--- src/rtl/gol_step_scheduler_if.sv ---
// ---------------------------------------------------------------------------
// gol_step_scheduler_if
//
// Start/done handshake bundle between the Game of Life step scheduler and the
// three board engines (init, update, copy).
//
// Signals:
//   init_start    scheduler -> init engine, one-cycle start pulse
//   init_mode     scheduler -> init engine, 0 = clear, 1 = random; held
//                 from init_start until init_done
//   init_done     init engine -> scheduler, one-cycle completion pulse
//   update_start  scheduler -> update engine, one-cycle start pulse
//   update_done   update engine -> scheduler, one-cycle completion pulse
//   copy_start    scheduler -> copy engine, one-cycle start pulse
//   copy_done     copy engine -> scheduler, one-cycle completion pulse
//
// Modports:
//   master  scheduler side (drives starts and mode, receives dones)
//   slave   engine side (receives starts and mode, drives dones)
// ---------------------------------------------------------------------------
interface gol_step_scheduler_if;
  logic init_start;
  logic init_mode;
  logic init_done;
  logic update_start;
  logic update_done;
  logic copy_start;
  logic copy_done;

  modport master (
    output init_start,
    output init_mode,
    output update_start,
    output copy_start,
    input  init_done,
    input  update_done,
    input  copy_done
  );

  modport slave (
    input  init_start,
    input  init_mode,
    input  update_start,
    input  copy_start,
    output init_done,
    output update_done,
    output copy_done
  );
endinterface

--- src/rtl/gol_step_scheduler.sv ---
// ---------------------------------------------------------------------------
// gol_step_scheduler
//
// Sequencing controller for the Game of Life board engines. It produces the
// automatic step tick, latches user requests, arbitrates them by priority
// (clear > randomize > step/tick) and launches engine sequences only during
// vertical blanking so the displayed board never tears. A step is always an
// UPDATE phase followed by a COPY phase; the copy also waits for vblank.
// The generation counter counts completed copies since the last init.
//
// Optional feature (macro GOL_SCHED_WDOG_EN):
//   When defined, each engine phase (INIT, UPDATE, COPY) is guarded by a
//   cycle counter. A phase lasting more than WDOG_CYCLES cycles without its
//   done pulse is abandoned: the scheduler returns to IDLE and raises a
//   sticky err flag. When undefined, phases wait forever and err is 0.
//
// Parameters:
//   CLOCK_FREQ   clk frequency in Hz
//   STEP_HZ      automatic step rate; INTERVAL = CLOCK_FREQ/STEP_HZ cycles
//   GEN_W        generation counter width
//   WDOG_CYCLES  per-phase watchdog limit (watchdog build only)
//
// Ports:
//   clk        clock
//   rst_n      synchronous active-low reset
//   run        1 = free-running steps, 0 = paused
//   step_req   single-step pulse, honoured only while run=0
//   rand_req   randomize-board pulse
//   clear_req  clear-board pulse
//   vblank     high during vertical blanking
//   eng        engine start/done handshake (master side)
//   busy       1 in any state other than IDLE
//   gen_count  generations completed since last init
//   state      IDLE=0, INIT=1, UPDATE=2, WAIT_CPY=3, COPY=4
//   err        sticky watchdog error (0 when the watchdog is not built)
// ---------------------------------------------------------------------------
module gol_step_scheduler #(
  parameter int CLOCK_FREQ  = 24000000,
  parameter int STEP_HZ     = 10,
  parameter int GEN_W       = 16,
  parameter int WDOG_CYCLES = 262144
) (
  input  logic                 clk,
  input  logic                 rst_n,
  input  logic                 run,
  input  logic                 step_req,
  input  logic                 rand_req,
  input  logic                 clear_req,
  input  logic                 vblank,
  gol_step_scheduler_if.master eng,
  output logic                 busy,
  output logic [GEN_W-1:0]     gen_count,
  output logic [2:0]           state,
  output logic                 err
);

  localparam int INTERVAL = CLOCK_FREQ / STEP_HZ;
  localparam int TIMER_W  = (INTERVAL > 1) ? $clog2(INTERVAL) : 1;
  localparam logic [TIMER_W-1:0] TIMER_MAX = TIMER_W'(INTERVAL - 1);

  typedef enum logic [2:0] {
    ST_IDLE     = 3'd0,
    ST_INIT     = 3'd1,
    ST_UPDATE   = 3'd2,
    ST_WAIT_CPY = 3'd3,
    ST_COPY     = 3'd4
  } state_e;

  state_e             state_q;
  logic [TIMER_W-1:0] timer_q;
  logic [GEN_W-1:0]   gen_q;
  logic               tick_pend;
  logic               clear_pend;
  logic               rand_pend;
  logic               step_pend;
  // Set by reset so the first INIT after reset is a random fill that does
  // not wait for vblank; it also marks that init_start is still owed.
  logic               boot_pend;
  logic               wdog_trip;

`ifdef GOL_SCHED_WDOG_EN
  localparam int WDOG_W = $clog2(WDOG_CYCLES + 1);
  localparam logic [WDOG_W-1:0] WDOG_LIMIT = WDOG_W'(WDOG_CYCLES);

  logic [WDOG_W-1:0] wdog_cnt;
  logic              err_q;
  logic              in_phase;
  logic              phase_done;

  // Which states are guarded, and whether the matching done arrives now.
  // A done seen before the boot init_start has gone out does not count.
  always_comb begin
    in_phase   = 1'b0;
    phase_done = 1'b0;
    case (state_q)
      ST_INIT: begin
        in_phase   = 1'b1;
        phase_done = eng.init_done && !boot_pend;
      end
      ST_UPDATE: begin
        in_phase   = 1'b1;
        phase_done = eng.update_done;
      end
      ST_COPY: begin
        in_phase   = 1'b1;
        phase_done = eng.copy_done;
      end
      default: begin
        in_phase   = 1'b0;
        phase_done = 1'b0;
      end
    endcase
  end

  assign wdog_trip = in_phase && !phase_done && (wdog_cnt >= WDOG_LIMIT);

  // Every guarded phase is entered from IDLE, WAIT_CPY or reset, all of
  // which hold the counter at zero, so the count always starts fresh on
  // phase entry. A trip also zeroes it because it leads straight to IDLE.
  always_ff @(posedge clk) begin
    if (!rst_n) begin
      wdog_cnt <= '0;
      err_q    <= 1'b0;
    end else begin
      if (wdog_trip) begin
        err_q <= 1'b1;
      end
      if (in_phase && !wdog_trip) begin
        wdog_cnt <= wdog_cnt + 1'b1;
      end else begin
        wdog_cnt <= '0;
      end
    end
  end

  assign err = err_q;
`else
  assign wdog_trip = 1'b0;
  assign err       = 1'b0;
`endif

  // Main sequencer: step timer, request latches and phase FSM share one
  // block because a launch has to consume the very request that caused it.
  // Statements later in the block override earlier ones, which is how a
  // launch wins over a same-cycle pulse of the same kind.
  always_ff @(posedge clk) begin
    if (!rst_n) begin
      state_q          <= ST_INIT;
      boot_pend        <= 1'b1;
      eng.init_start   <= 1'b0;
      eng.update_start <= 1'b0;
      eng.copy_start   <= 1'b0;
      eng.init_mode    <= 1'b1;
      gen_q            <= '0;
      timer_q          <= '0;
      tick_pend        <= 1'b0;
      clear_pend       <= 1'b0;
      rand_pend        <= 1'b0;
      step_pend        <= 1'b0;
    end else begin
      eng.init_start   <= 1'b0;
      eng.update_start <= 1'b0;
      eng.copy_start   <= 1'b0;

      // Step timer: counts only while running and parks at the last value
      // with a pending tick, so a long non-blank stretch yields one tick.
      if (!run) begin
        timer_q   <= '0;
        tick_pend <= 1'b0;
      end else if (timer_q == TIMER_MAX) begin
        tick_pend <= 1'b1;
      end else begin
        timer_q <= timer_q + 1'b1;
      end

      if (clear_req) begin
        clear_pend <= 1'b1;
      end
      if (rand_req) begin
        rand_pend <= 1'b1;
      end
      if (step_req && !run) begin
        step_pend <= 1'b1;
      end

      case (state_q)
        ST_IDLE: begin
          if (vblank) begin
            if (clear_pend) begin
              state_q        <= ST_INIT;
              eng.init_mode  <= 1'b0;
              eng.init_start <= 1'b1;
              clear_pend     <= 1'b0;
            end else if (rand_pend) begin
              state_q        <= ST_INIT;
              eng.init_mode  <= 1'b1;
              eng.init_start <= 1'b1;
              rand_pend      <= 1'b0;
            end else if (step_pend || tick_pend) begin
              state_q          <= ST_UPDATE;
              eng.update_start <= 1'b1;
              step_pend        <= 1'b0;
              tick_pend        <= 1'b0;
              timer_q          <= '0;
            end
          end
        end

        ST_INIT: begin
          if (boot_pend) begin
            eng.init_start <= 1'b1;
            boot_pend      <= 1'b0;
          end else if (eng.init_done) begin
            state_q <= ST_IDLE;
            gen_q   <= '0;
            // The board was just cleared/randomized, so an older request of
            // that same kind is satisfied; a pulse arriving right now is a
            // fresh request and is kept.
            if (eng.init_mode) begin
              rand_pend <= rand_req;
            end else begin
              clear_pend <= clear_req;
            end
          end else if (wdog_trip) begin
            state_q <= ST_IDLE;
          end
        end

        ST_UPDATE: begin
          if (eng.update_done) begin
            state_q <= ST_WAIT_CPY;
          end else if (wdog_trip) begin
            state_q <= ST_IDLE;
          end
        end

        ST_WAIT_CPY: begin
          if (vblank) begin
            state_q        <= ST_COPY;
            eng.copy_start <= 1'b1;
          end
        end

        ST_COPY: begin
          if (eng.copy_done) begin
            state_q <= ST_IDLE;
            gen_q   <= gen_q + 1'b1;
          end else if (wdog_trip) begin
            state_q <= ST_IDLE;
          end
        end

        default: begin
          state_q <= ST_IDLE;
        end
      endcase
    end
  end

  assign busy      = (state_q != ST_IDLE);
  assign state     = state_q;
  assign gen_count = gen_q;

endmodule

--- src/flat_wrapper.sv ---
// flat-port wrapper written by rule: the top's interface ports become plain ports
module gol_step_scheduler_flat 
#(
  parameter int CLOCK_FREQ  = 24000000,
  parameter int STEP_HZ     = 10,
  parameter int GEN_W       = 16,
  parameter int WDOG_CYCLES = 262144
)
  (clk, rst_n, run, step_req, rand_req, clear_req, vblank, busy, gen_count, state, err, eng_init_start, eng_init_mode, eng_update_start, eng_copy_start, eng_init_done, eng_update_done, eng_copy_done);
  gol_step_scheduler_if eng_i ();
  input  logic clk;
  input  logic rst_n;
  input  logic run;
  input  logic step_req;
  input  logic rand_req;
  input  logic clear_req;
  input  logic vblank;
  output logic busy;
  output logic [GEN_W-1:0] gen_count;
  output logic [2:0] state;
  output logic err;
  output wire logic [$bits(eng_i.init_start)-1:0] eng_init_start;
  output wire logic [$bits(eng_i.init_mode)-1:0] eng_init_mode;
  output wire logic [$bits(eng_i.update_start)-1:0] eng_update_start;
  output wire logic [$bits(eng_i.copy_start)-1:0] eng_copy_start;
  input wire logic [$bits(eng_i.init_done)-1:0] eng_init_done;
  input wire logic [$bits(eng_i.update_done)-1:0] eng_update_done;
  input wire logic [$bits(eng_i.copy_done)-1:0] eng_copy_done;
  assign eng_init_start = eng_i.init_start;
  assign eng_init_mode = eng_i.init_mode;
  assign eng_update_start = eng_i.update_start;
  assign eng_copy_start = eng_i.copy_start;
  assign eng_i.init_done = eng_init_done;
  assign eng_i.update_done = eng_update_done;
  assign eng_i.copy_done = eng_copy_done;
  gol_step_scheduler #(.CLOCK_FREQ(CLOCK_FREQ), .STEP_HZ(STEP_HZ), .GEN_W(GEN_W), .WDOG_CYCLES(WDOG_CYCLES)) u_core (.clk(clk), .rst_n(rst_n), .run(run), .step_req(step_req), .rand_req(rand_req), .clear_req(clear_req), .vblank(vblank), .eng(eng_i), .busy(busy), .gen_count(gen_count), .state(state), .err(err));
endmodule
--- config.mk ---
export PLATFORM = sky130hd
export DESIGN_NAME = gol_step_scheduler_flat
export DESIGN_NICKNAME = d
export VERILOG_FILES = /design/src/rtl/gol_step_scheduler_if.sv /design/src/rtl/gol_step_scheduler.sv /design/src/flat_wrapper.sv
export SDC_FILE = /design/constraint.sdc
export NUM_CORES = 1
export LEC_CHECK = 0
export BUFFER_PORTS_ARGS = -buffer_cell sky130_fd_sc_hd__buf_2
export CORE_MARGIN = 8
export CORE_UTILIZATION = 57
export DETAILED_ROUTE_END_ITERATION = 8
export GPL_TIMING_DRIVEN = 1
export PLACE_DENSITY = 0.76
export SYNTH_ARGS = -nofsm -noshare
export SYNTH_HDL_FRONTEND = slang
export SYNTH_SLANG_ARGS = --single-unit
--- constraint.sdc ---
create_clock -name clk -period 3.1 [get_ports clk]
set_clock_uncertainty 0.2 [all_clocks]
set_input_delay 0.155 -clock clk [delete_from_list [all_inputs] [get_ports clk]]
set_output_delay 0.155 -clock clk [all_outputs]
set_load 0.02 [all_outputs]
After elaboration in Yosys (flattened, before gate mapping)
Index checks and enable logic that the tools add are counted.

Bitwise gates (word level): 3. Eq/ne operators: 12. $add $sub $neg: 2. Mux-type cells: 58. Reduce and logical (&&, ||, !) cells: 12.

Operator list (number): $mux 22 (7); $mux 16 (3); $mux 1 (34); $pmux 16 s2 (1); $mux 3 (9); $add 22x1->22 const B (1); $eq 22x22->1 const B (1); $add 16x1->16 const B (1); $pmux 3 s5 (1); $ne 2x2->1 const B (6); $reduce_and 7->1 (1); $eq 3x2->1 const B (2); $pmux 1 s2 (3); $reduce_or 5->1 (1); $ne 4x1->1 const B (1); $reduce_and 4->1 (1); $reduce_bool 2->1 (2); $eq 3x1->1 const B (1); $eq 3x3->1 const B (1); $logic_not 3->1 (1); $not 1->1 (3); $reduce_and 3->1 (1); $reduce_bool 3->1 (1); $reduce_and 2->1 (1); other kinds (3) (3).

Input bits: 10. Flip-flop bits (word level): 50. Output and inout bits: 25. Logic and storage cells: 99.

Depth between registers and ports, before layout
Gate-level depths: netlist (run 1).

Depth after elaboration: 8. Gate-level depth with buffers: 7. Mapped depth without buffers: 5.

Worst setup path before layout (run 1)
Ideal clock, no wire load.

Path kind: register to register. Start point: reg u_core.state_q[2] (netlist: u_core.state[2]). End point: reg u_core.gen_q[9] (netlist: u_core.gen_count[9]). Cell stages (with the launch flop): 6. Library setup time: 0.070 ns. Data required time: 2.830 ns. Path buffers: 1. Period minus slack after synthesis: 2.056 ns. Setup slack: 1.044 ns. Arrival: 1.786 ns. Cell sequence: dfxtp_1 -> nand3b_1 -> a211o_1 -> buf_6 -> or4_1 -> a21oi_1.

Word-level cells in the longest chain between the ends: 3. Elaborated cells between the ends (all ways): 8. Classes of those cells: eq/ne (5); mux (1); reduce/logical (2).

RTL lines: start: declaration (RTL line gol_step_scheduler.sv:69) `state_e state_q;`; start signal: assignment (RTL line gol_step_scheduler.sv:148) `state_q <= ST_INIT;`; start signal: assignment (RTL line gol_step_scheduler.sv:190) `state_q <= ST_INIT;`; start signal: assignment (RTL line gol_step_scheduler.sv:195) `state_q <= ST_INIT;`; $eq 3x1->1 / $eq 3x3->1 (equally long branches) (RTL line gol_step_scheduler.sv:186) `case (state_q)`; $ne 2x2->1 (no source line) / $reduce_bool 2->1 (equally long branches); $reduce_and 4->1 (no source line); end signal: assignment (RTL line gol_step_scheduler.sv:247) `gen_q <= gen_q + 1'b1;`; end: declaration (RTL line gol_step_scheduler.sv:71) `logic [GEN_W-1:0] gen_q;`.

Parallel ways exist; a longest one is shown, timed or not. A chain may end at the register's enable or synchronous reset.

Worst setup path in the final report (run 1)
Start point: reg u_core.state_q[2] (netlist: u_core.state[2]). End point: reg u_core.gen_q[11] (netlist: u_core.gen_count[11]).

Same word-level chain as after synthesis.

==> impl_metrics.prom, run 1 <==
# TYPE chip_impl_metric gauge
chip_impl_metric{name="core_area",unit="sq um"} 4324
chip_impl_metric{name="area_growth_syn_to_layout",unit="%"} 12.00
chip_impl_metric{name="syn-num-nets",unit=""} 313
chip_impl_metric{name="largest_reg_flops",unit=""} 22
chip_impl_metric{name="die_w",unit="microns"} 82.52
chip_impl_info{name="capturing_element_type_of_the_critical_path",value="flop"} 1
chip_impl_metric{name="grt_usage",unit=""} 0.1676
chip_impl_metric{name="final.period_utilization",unit=""} 0.7697
chip_impl_metric{name="avgViaCountPerCell",unit=""} 6.018
chip_impl_metric{name="grt_first_pass_wirelength",unit="microns"} 9232
chip_impl_metric{name="total_power",unit="W"} 0.001423
chip_impl_metric{name="yosysSeqAreaShare",unit=""} 0.3968
chip_impl_metric{name="fraction_of_layout_cells_with_a_size_suffix_above_1",unit=""} 0.1596
chip_impl_metric{name="worst_path_required",unit="ns"} 3.13
chip_impl_metric{name="dpl.hpwl",unit="microns"} 3805
chip_impl_metric{name="syn_area",unit="sq um"} 2522
chip_impl_info{name="top_reg_cell_synth",value="sky130_fd_sc_hd__dfxtp_1"} 1
chip_impl_metric{name="max-slew-margin-rel",unit=""} 0.4541
chip_impl_info{name="hp_class",value="primary input to flop"} 1
chip_impl_metric{name="firstDrtPassIters",unit=""} 4
chip_impl_metric{name="grt_start_max_net_pins",unit=""} 21
chip_impl_metric{name="finalNonFillerCells",unit=""} 384
chip_impl_info{name="rsz0062_at_grt",value="no"} 1
chip_impl_metric{name="overall_die_height",unit="microns"} 82.52
chip_impl_metric{name="antenna_found_initial",unit=""} 0
chip_impl_metric{name="postRouteAntennaNets",unit=""} 0
chip_impl_metric{name="final-max-slew-violation-count",unit=""} 0
chip_impl_info{name="synth_largest_area_cell",value="sky130_fd_sc_hd__dfxtp_1"} 1
chip_impl_metric{name="gp_congestion",unit=""} 0.8425
chip_impl_metric{name="cellPowerDensity",unit="nW/um^2"} 503.7
chip_impl_metric{name="grt.met3_usage",unit=""} 0.03680
chip_impl_metric{name="numClockSinks",unit=""} 50
chip_impl_info{name="post_synth_most_frequent_cells",value="sky130_fd_sc_hd__dfxtp_1 (50), sky130_fd_sc_hd__a21oi_1 (25), sky130_fd_sc_hd__o21ai_0 (20)"} 1
chip_impl_metric{name="synth-seq-cells",unit=""} 50
chip_impl_metric{name="port-buffer-count",unit=""} 33
chip_impl_metric{name="grt.overflow.total",unit=""} 0
chip_impl_info{name="largest-register",value="u_core.timer_q"} 1
chip_impl_metric{name="grt_pass1_vias",unit=""} 2077
chip_impl_metric{name="crit_arrival",unit="ns"} 2.42
chip_impl_metric{name="grt_util_met1",unit=""} 0.2110
chip_impl_metric{name="drt-wirelength-per-cell",unit="microns"} 14.14
chip_impl_metric{name="row_count",unit=""} 24
chip_impl_metric{name="worstPathMaxFanout",unit=""} 16
chip_impl_metric{name="effective_utilization_at_floorplan",unit=""} 0.5833
chip_impl_metric{name="min_period",unit="ns"} 2.386
chip_impl_metric{name="io-pin-count",unit=""} 35
chip_impl_metric{name="area_share_of_the_largest_cell_type_after_synthesis",unit=""} 0.3968
chip_impl_metric{name="cts_inserted_buffers",unit=""} 5
chip_impl_info{name="grt_most_used_layer",value="met2"} 1
chip_impl_info{name="clock-root-buffer",value="sky130_fd_sc_hd__clkbuf_8"} 1
chip_impl_metric{name="detail_route.drc_violations",unit=""} 0
chip_impl_metric{name="antenna-diode-count",unit=""} 0
chip_impl_metric{name="fin_setup_tns",unit="ns"} 0
chip_impl_metric{name="synth_warn",unit=""} 0
chip_impl_info{name="classification_of_the_worst_setup_path",value="flop to flop"} 1
chip_impl_metric{name="synth_cell_types",unit=""} 47
chip_impl_metric{name="detailed_route_wire_length",unit="microns"} 5429
chip_impl_metric{name="clk_latency",unit="ns"} 0.30
chip_impl_metric{name="grt.met2_usage",unit=""} 0.2788
chip_impl_info{name="worst_setup_path_start_kind",value="flop"} 1
chip_impl_metric{name="worst_ir_drop_vdd",unit="mV"} 0.2940
chip_impl_metric{name="max_slew.worst_pin.slew",unit="ns"} 0.8151
chip_impl_metric{name="max_cap_violations",unit=""} 0
chip_impl_metric{name="fp.dieArea",unit="sq um"} 6810
chip_impl_metric{name="cts.clk_slew.worst_paths",unit="ns"} 0.09
chip_impl_metric{name="syn_inst",unit=""} 301
chip_impl_metric{name="synth.avg_cell_area",unit="sq um"} 8.380
chip_impl_metric{name="timing.final.setup_violations",unit=""} 0
chip_impl_metric{name="ctsHtreeMaxLevel",unit=""} 2
chip_impl_metric{name="vias",unit=""} 2311
chip_impl_metric{name="max_freq",unit="GHz"} 0.4191
chip_impl_info{name="synth_area_leaders",value="sky130_fd_sc_hd__dfxtp_1 (40%), sky130_fd_sc_hd__a21oi_1 (5.0%), sky130_fd_sc_hd__o21ai_0 (4.0%)"} 1
chip_impl_metric{name="post-place-cells",unit=""} 370
chip_impl_metric{name="number_of_flops_mapped_to_enable_cells_by_yosys",unit=""} 0
chip_impl_metric{name="async_flop_share",unit=""} 0
chip_impl_info{name="run_status",value="finished clean"} 1
chip_impl_info{name="tritoncts",value="yes"} 1
chip_impl_metric{name="fillers",unit=""} 394
chip_impl_metric{name="max-clock-path-buffers",unit=""} 2
chip_impl_metric{name="drt-initial-drc-count",unit=""} 146
chip_impl_info{name="synth_most_common_cell",value="sky130_fd_sc_hd__dfxtp_1"} 1
chip_impl_metric{name="finish.net_count",unit=""} 343
chip_impl_metric{name="cellLeakagePower",unit="nW"} 0.9629
chip_impl_metric{name="hold_viol_final",unit=""} 0
==> cell type report <==
cell class | count | area (sq um) | share of cell area
tap | 52 | 65.06 | 0.02303
inverter | 14 | 52.55 | 0.01860
clock buffer | 6 | 82.58 | 0.02923
multi-input combinational | 220 | 1379 | 0.4880
clock inverter | 2 | 12.51 | 0.004429
sequential | 50 | 1001 | 0.3543
timing repair buffer | 40 | 232.7 | 0.08237
==> cells by family after synthesis <==
group                      Yosys count  share of synthesized area
and+or+nand+nor                    120                     0.2837
AOI/OAI and AO/OA                   85                     0.2083
DFF                                 50                     0.3968
buffers and inverters               31                    0.05654
xor gates and xnor gates             9                    0.03125
muxes                                3                    0.01191
adders and majority gates            2                   0.009919
other                                1                   0.001487
==> routing by layer <==
| layer | share of wire | vias to the layer above |
|---|---|---|
| li1 | - | 1172 |
| met4 | 0.011 | 0 |
| met2 | 0.46 | 54 |
| met1 | 0.47 | 1079 |
| met3 | 0.056 | 6 |
| met5 | 0 | - |
==> through the flow <==
step             util  cell area (sq um)  hold slack [ns]  worst slack (ns)
2_1_floorplan       -               2522           0.1338             1.044
3_3_place_gp   0.6175               2670           0.2417            0.8291
3_5_place_dp   0.6175               2670           0.2485            0.7510
4_1_cts        0.6534               2825           0.1577            0.7241
5_1_grt        0.6534               2825           0.1922            0.5532
6_report       0.6534               2825           0.1707            0.7140
==> cells in the final DEF, fill, tap and decap left out, types with 3 or more instances in the layout <==
cell and n:
sky130_fd_sc_hd__clkbuf_8 6, sky130_fd_sc_hd__o31ai_1 12, sky130_fd_sc_hd__nand4_1 8, sky130_fd_sc_hd__nor3b_1 3
sky130_fd_sc_hd__dlygate4sd3_1 6, sky130_fd_sc_hd__nand3_1 15, sky130_fd_sc_hd__nor4b_1 4, sky130_fd_sc_hd__a31oi_1 8
sky130_fd_sc_hd__a21oi_1 25, sky130_fd_sc_hd__o21a_1 4, sky130_fd_sc_hd__a211oi_1 6, sky130_fd_sc_hd__mux2i_1 3
sky130_fd_sc_hd__inv_1 14, sky130_fd_sc_hd__nor3_1 6, sky130_fd_sc_hd__and2_1 4, sky130_fd_sc_hd__and3_1 4
sky130_fd_sc_hd__nor2_1 18, sky130_fd_sc_hd__buf_2 33, sky130_fd_sc_hd__dfxtp_1 50, sky130_fd_sc_hd__or4_1 10
sky130_fd_sc_hd__o21ai_0 20, sky130_fd_sc_hd__nor4_1 4, sky130_fd_sc_hd__or3_1 7, sky130_fd_sc_hd__or2_2 4
sky130_fd_sc_hd__and4_1 3, sky130_fd_sc_hd__xnor2_1 9, sky130_fd_sc_hd__nand2_1 17
==> worst max-delay path, stage by stage, from the launching register on <==
cell                       delay [ns]
sky130_fd_sc_hd__dfxtp_1         0.64
sky130_fd_sc_hd__nand3b_1        0.31
sky130_fd_sc_hd__a211o_1         0.48
sky130_fd_sc_hd__or4_1           0.54
sky130_fd_sc_hd__a21oi_1         0.15
==> path summary, 6_finish.rpt <==
| path | endpoint | start | slack (ns) | depth (start not counted) |
|---|---|---|---|---|
| worst min-delay path | u_core.timer_q[16] | run | 0.17 | 4 |
| worst min register to register | u_core.gen_count[15] | u_core.gen_count[15] | 0.28 | 2 |
| worst max register to register | u_core.gen_count[11] | u_core.state[2] | 0.71 | 4 |
| worst max-delay path | u_core.gen_count[11] | u_core.state[2] | 0.71 | 4 |
==> report_power, final <==
group | total [W] | internal [W] | switching, W
sequential | 0.000718 | 0.000672 | 0.0000463
combinational | 0.000307 | 0.000127 | 0.000181
clock | 0.000397 | 0.000180 | 0.000218
==> repair_timing <==
item | in CTS | in global routing
gates resized for setup | 0 | 0
buffers inserted | 0 | 0
hold buffers | 6 | 0
hold endpoints to repair | 8 | 0
Note: power is estimated with default switching activity, not from simulation.
==> run 2, diff against run 1 <==
clock period = 2.3 ns   (was 3.1 ns; I/O delays follow)
==> run 2 against run 1 <==
Effect of this change: register-to-register slack worse by 0.55 ns; largest power group unchanged; cell area is 2.2% higher; global-route usage increased by 0.11 points; flip-flop and latch count stayed put; core utilization increased by 1.4 points; via count shrank 0.65%; highest routed layer unchanged; sequential power up 34%.
==> impl_metrics.prom, run 2 (same netlist as run 1, synthesis figures left out) <==
# TYPE chip_impl_metric gauge
chip_impl_info{name="run_status",value="finished clean"} 1
chip_impl_info{name="critical_path_origin",value="u_core.timer_q[0]"} 1
chip_impl_metric{name="drt-initial-drc-count",unit=""} 114
chip_impl_info{name="mostFrequentLayoutCell",value="sky130_fd_sc_hd__dfxtp_1"} 1
chip_impl_metric{name="worst_ir_drop_vdd",unit="mV"} 0.4629
chip_impl_metric{name="finalNonFillerCells",unit=""} 391
chip_impl_metric{name="grt_start_max_net_pins",unit=""} 19
chip_impl_metric{name="port-buffer-count",unit=""} 33
chip_impl_metric{name="cellLeakagePower",unit="nW"} 1.004
chip_impl_metric{name="finish.net_count",unit=""} 352
chip_impl_info{name="endpoint_worst_hold",value="u_core.timer_q[16]"} 1
chip_impl_metric{name="worstPathMaxFanout",unit=""} 8
chip_impl_metric{name="max_freq",unit="GHz"} 0.4673
chip_impl_info{name="worst_path_dominant_cell_family",value="simple AND/OR/NAND/NOR gates"} 1
chip_impl_metric{name="m1WireLength",unit="microns"} 2655
chip_impl_metric{name="detailed_route_wire_length",unit="microns"} 5536
chip_impl_metric{name="avgViaCountPerCell",unit=""} 5.872
chip_impl_metric{name="grt_first_pass_wirelength",unit="microns"} 9183
chip_impl_metric{name="io-pin-count",unit=""} 35
chip_impl_info{name="largest-register",value="u_core.timer_q"} 1
chip_impl_info{name="hp_class",value="primary input to flop"} 1
chip_impl_info{name="timing.rr.start",value="u_core.timer_q[0]"} 1
chip_impl_metric{name="cts.clk_slew.worst_paths",unit="ns"} 0.09
chip_impl_info{name="worst_setup_path_start_kind",value="flop"} 1
chip_impl_metric{name="antenna-diode-count",unit=""} 0
chip_impl_metric{name="row_count",unit=""} 24
chip_impl_metric{name="post-place-cells",unit=""} 379
chip_impl_metric{name="cts.repair_timing.setup_buffer_count",unit=""} 0
chip_impl_info{name="worstReg2RegEnd",value="u_core.timer_q[20]"} 1
chip_impl_metric{name="clk_latency",unit="ns"} 0.30
chip_impl_metric{name="vias",unit=""} 2296
chip_impl_metric{name="overall_die_height",unit="microns"} 82.52
chip_impl_metric{name="worst_path_required",unit="ns"} 2.33
chip_impl_info{name="dr.max_layer_used",value="met4"} 1
chip_impl_metric{name="postRouteAntennaNets",unit=""} 0
chip_impl_metric{name="core_area",unit="sq um"} 4324
chip_impl_metric{name="grt_pass1_vias",unit=""} 2050
chip_impl_metric{name="pre_cts_ws",unit="ns"} 0.1305
chip_impl_metric{name="max-slew-margin-rel",unit=""} 0.4799
chip_impl_info{name="crit_chain",value="ha_1, nand3_1, or3_1, or4_1, a21oi_1"} 1
chip_impl_metric{name="final-max-slew-violation-count",unit=""} 0
chip_impl_info{name="tritoncts",value="yes"} 1
chip_impl_metric{name="timing.final.setup_violations",unit=""} 0
chip_impl_metric{name="final.period_utilization",unit=""} 0.9305
chip_impl_info{name="clock-root-buffer",value="sky130_fd_sc_hd__clkbuf_8"} 1
chip_impl_metric{name="gp_congestion",unit=""} 0.7897
chip_impl_metric{name="die_w",unit="microns"} 82.52
chip_impl_metric{name="area_growth_syn_to_layout",unit="%"} 14.43
chip_impl_info{name="capturing_element_type_of_the_critical_path",value="flop"} 1
chip_impl_metric{name="rrSetupSlack",unit="ns"} 0.16
chip_impl_metric{name="hold_viol_final",unit=""} 0
chip_impl_metric{name="min_path_cells",unit=""} 4
chip_impl_metric{name="fin_setup_tns",unit="ns"} 0
chip_impl_metric{name="effective_utilization_at_floorplan",unit=""} 0.5833
chip_impl_metric{name="max_slew.worst_pin.slew",unit="ns"} 0.7766
chip_impl_metric{name="drt-wirelength-per-cell",unit="microns"} 14.16
chip_impl_metric{name="ctsHtreeMaxLevel",unit=""} 2
chip_impl_metric{name="max-clock-path-buffers",unit=""} 2
chip_impl_metric{name="largest_reg_flops",unit=""} 22
chip_impl_metric{name="final.setup.worst_slack",unit="ns"} 0.1599
chip_impl_info{name="rsz0062_at_grt",value="no"} 1
chip_impl_metric{name="firstDrtPassIters",unit=""} 4
chip_impl_metric{name="dpl.hpwl",unit="microns"} 3979
chip_impl_metric{name="max_cap_violations",unit=""} 0
chip_impl_metric{name="wl_met2",unit="microns"} 2550
chip_impl_metric{name="detail_route.drc_violations",unit=""} 0
chip_impl_metric{name="cellPowerDensity",unit="nW/um^2"} 664.1
chip_impl_metric{name="fraction_of_layout_cells_with_a_size_suffix_above_1",unit=""} 0.1799
chip_impl_metric{name="cts_inserted_buffers",unit=""} 5
chip_impl_metric{name="crit_arrival",unit="ns"} 2.17
chip_impl_metric{name="met3WireLength",unit="microns"} 237
chip_impl_metric{name="grt_usage",unit=""} 0.1687
chip_impl_info{name="min-delay-start",value="run"} 1
chip_impl_metric{name="grt.overflow.total",unit=""} 0
chip_impl_info{name="classification_of_the_worst_setup_path",value="flop to flop"} 1
chip_impl_metric{name="ff2ff_path_depth",unit=""} 5
chip_impl_metric{name="total_power",unit="W"} 0.001917
chip_impl_metric{name="timing.critical_path.buf_inv",unit=""} 0
chip_impl_metric{name="antenna_found_initial",unit=""} 0
chip_impl_metric{name="min_period",unit="ns"} 2.140
chip_impl_metric{name="fp.dieArea",unit="sq um"} 6810
chip_impl_info{name="crit_path_top_delay_cell",value="sky130_fd_sc_hd__or4_1"} 1
chip_impl_info{name="layout_common_cells",value="sky130_fd_sc_hd__dfxtp_1 (50), sky130_fd_sc_hd__buf_2 (33), sky130_fd_sc_hd__a21oi_1 (25)"} 1
chip_impl_metric{name="cp_slowest_stage_delay",unit="ns"} 0.53
chip_impl_metric{name="numClockSinks",unit=""} 50
## run 2: worst register-to-register path, delay by kind of cell, from the launching register on
family	cells	cell delay, ns
simple gates	3	1.11
flops	1	0.39
fa+ha+maj	1	0.22
compound gates	1	0.16
## run 2: what timing repair did
action / in CTS / in global routing
endpoints found under the hold margin: 10 / 0
endpoints found under the setup margin: 0 / 23
hold buffers: 6 / 0
resized for setup: 0 / 1
## run 2: worst max path at each step
stage	end	slack, ns	cells past startpoint
2_1_floorplan	u_core.gen_count[9]	0.24	5
3_3_place_gp	u_core.timer_q[20]	0.22	5
3_5_place_dp	u_core.timer_q[0]	0.13	5
4_1_cts	u_core.timer_q[0]	0.12	5
5_1_grt	u_core.timer_q[7]	0.06	5
6_report	u_core.timer_q[20]	0.16	5
## run 2: metrics by stage
step	util	hold slack, ns	area [sq um]
6_report	0.6675	0.1013	2887
5_1_grt	0.6675	0.1774	2887
4_1_cts	0.6661	0.09362	2880
3_5_place_dp	0.6331	0.1947	2738
3_3_place_gp	0.6331	0.1939	2738
2_1_floorplan	-	0.09377	2522
## run 2: area by class of cell
class                   count  area (sq um)
inverters                  14         52.55
clock buffers               6         82.58
fillers                   375          1438
well taps                  52         65.06
flip-flops and latches     50          1001
multi-input cells         220          1385
repair buffers             49         300.3
## run 2: metal layers
metal / vias to the layer above / GRT usage
met4: 0 / 0.07241
met5: - / 0
met2: 42 / 0.2662
met1: 1052 / 0.2187
li1: 1191 / -
met3: 11 / 0.03355
## run 2: report_power, final
part	internal, W	leakage [nW]	switching [W]	total (W)
sequential	0.000906	0.405	0.0000532	0.000959
combinational	0.000189	0.556	0.000264	0.000453
clock	0.000232	0.0431	0.000272	0.000505
total	0.00133	1.00	0.000590	0.00192
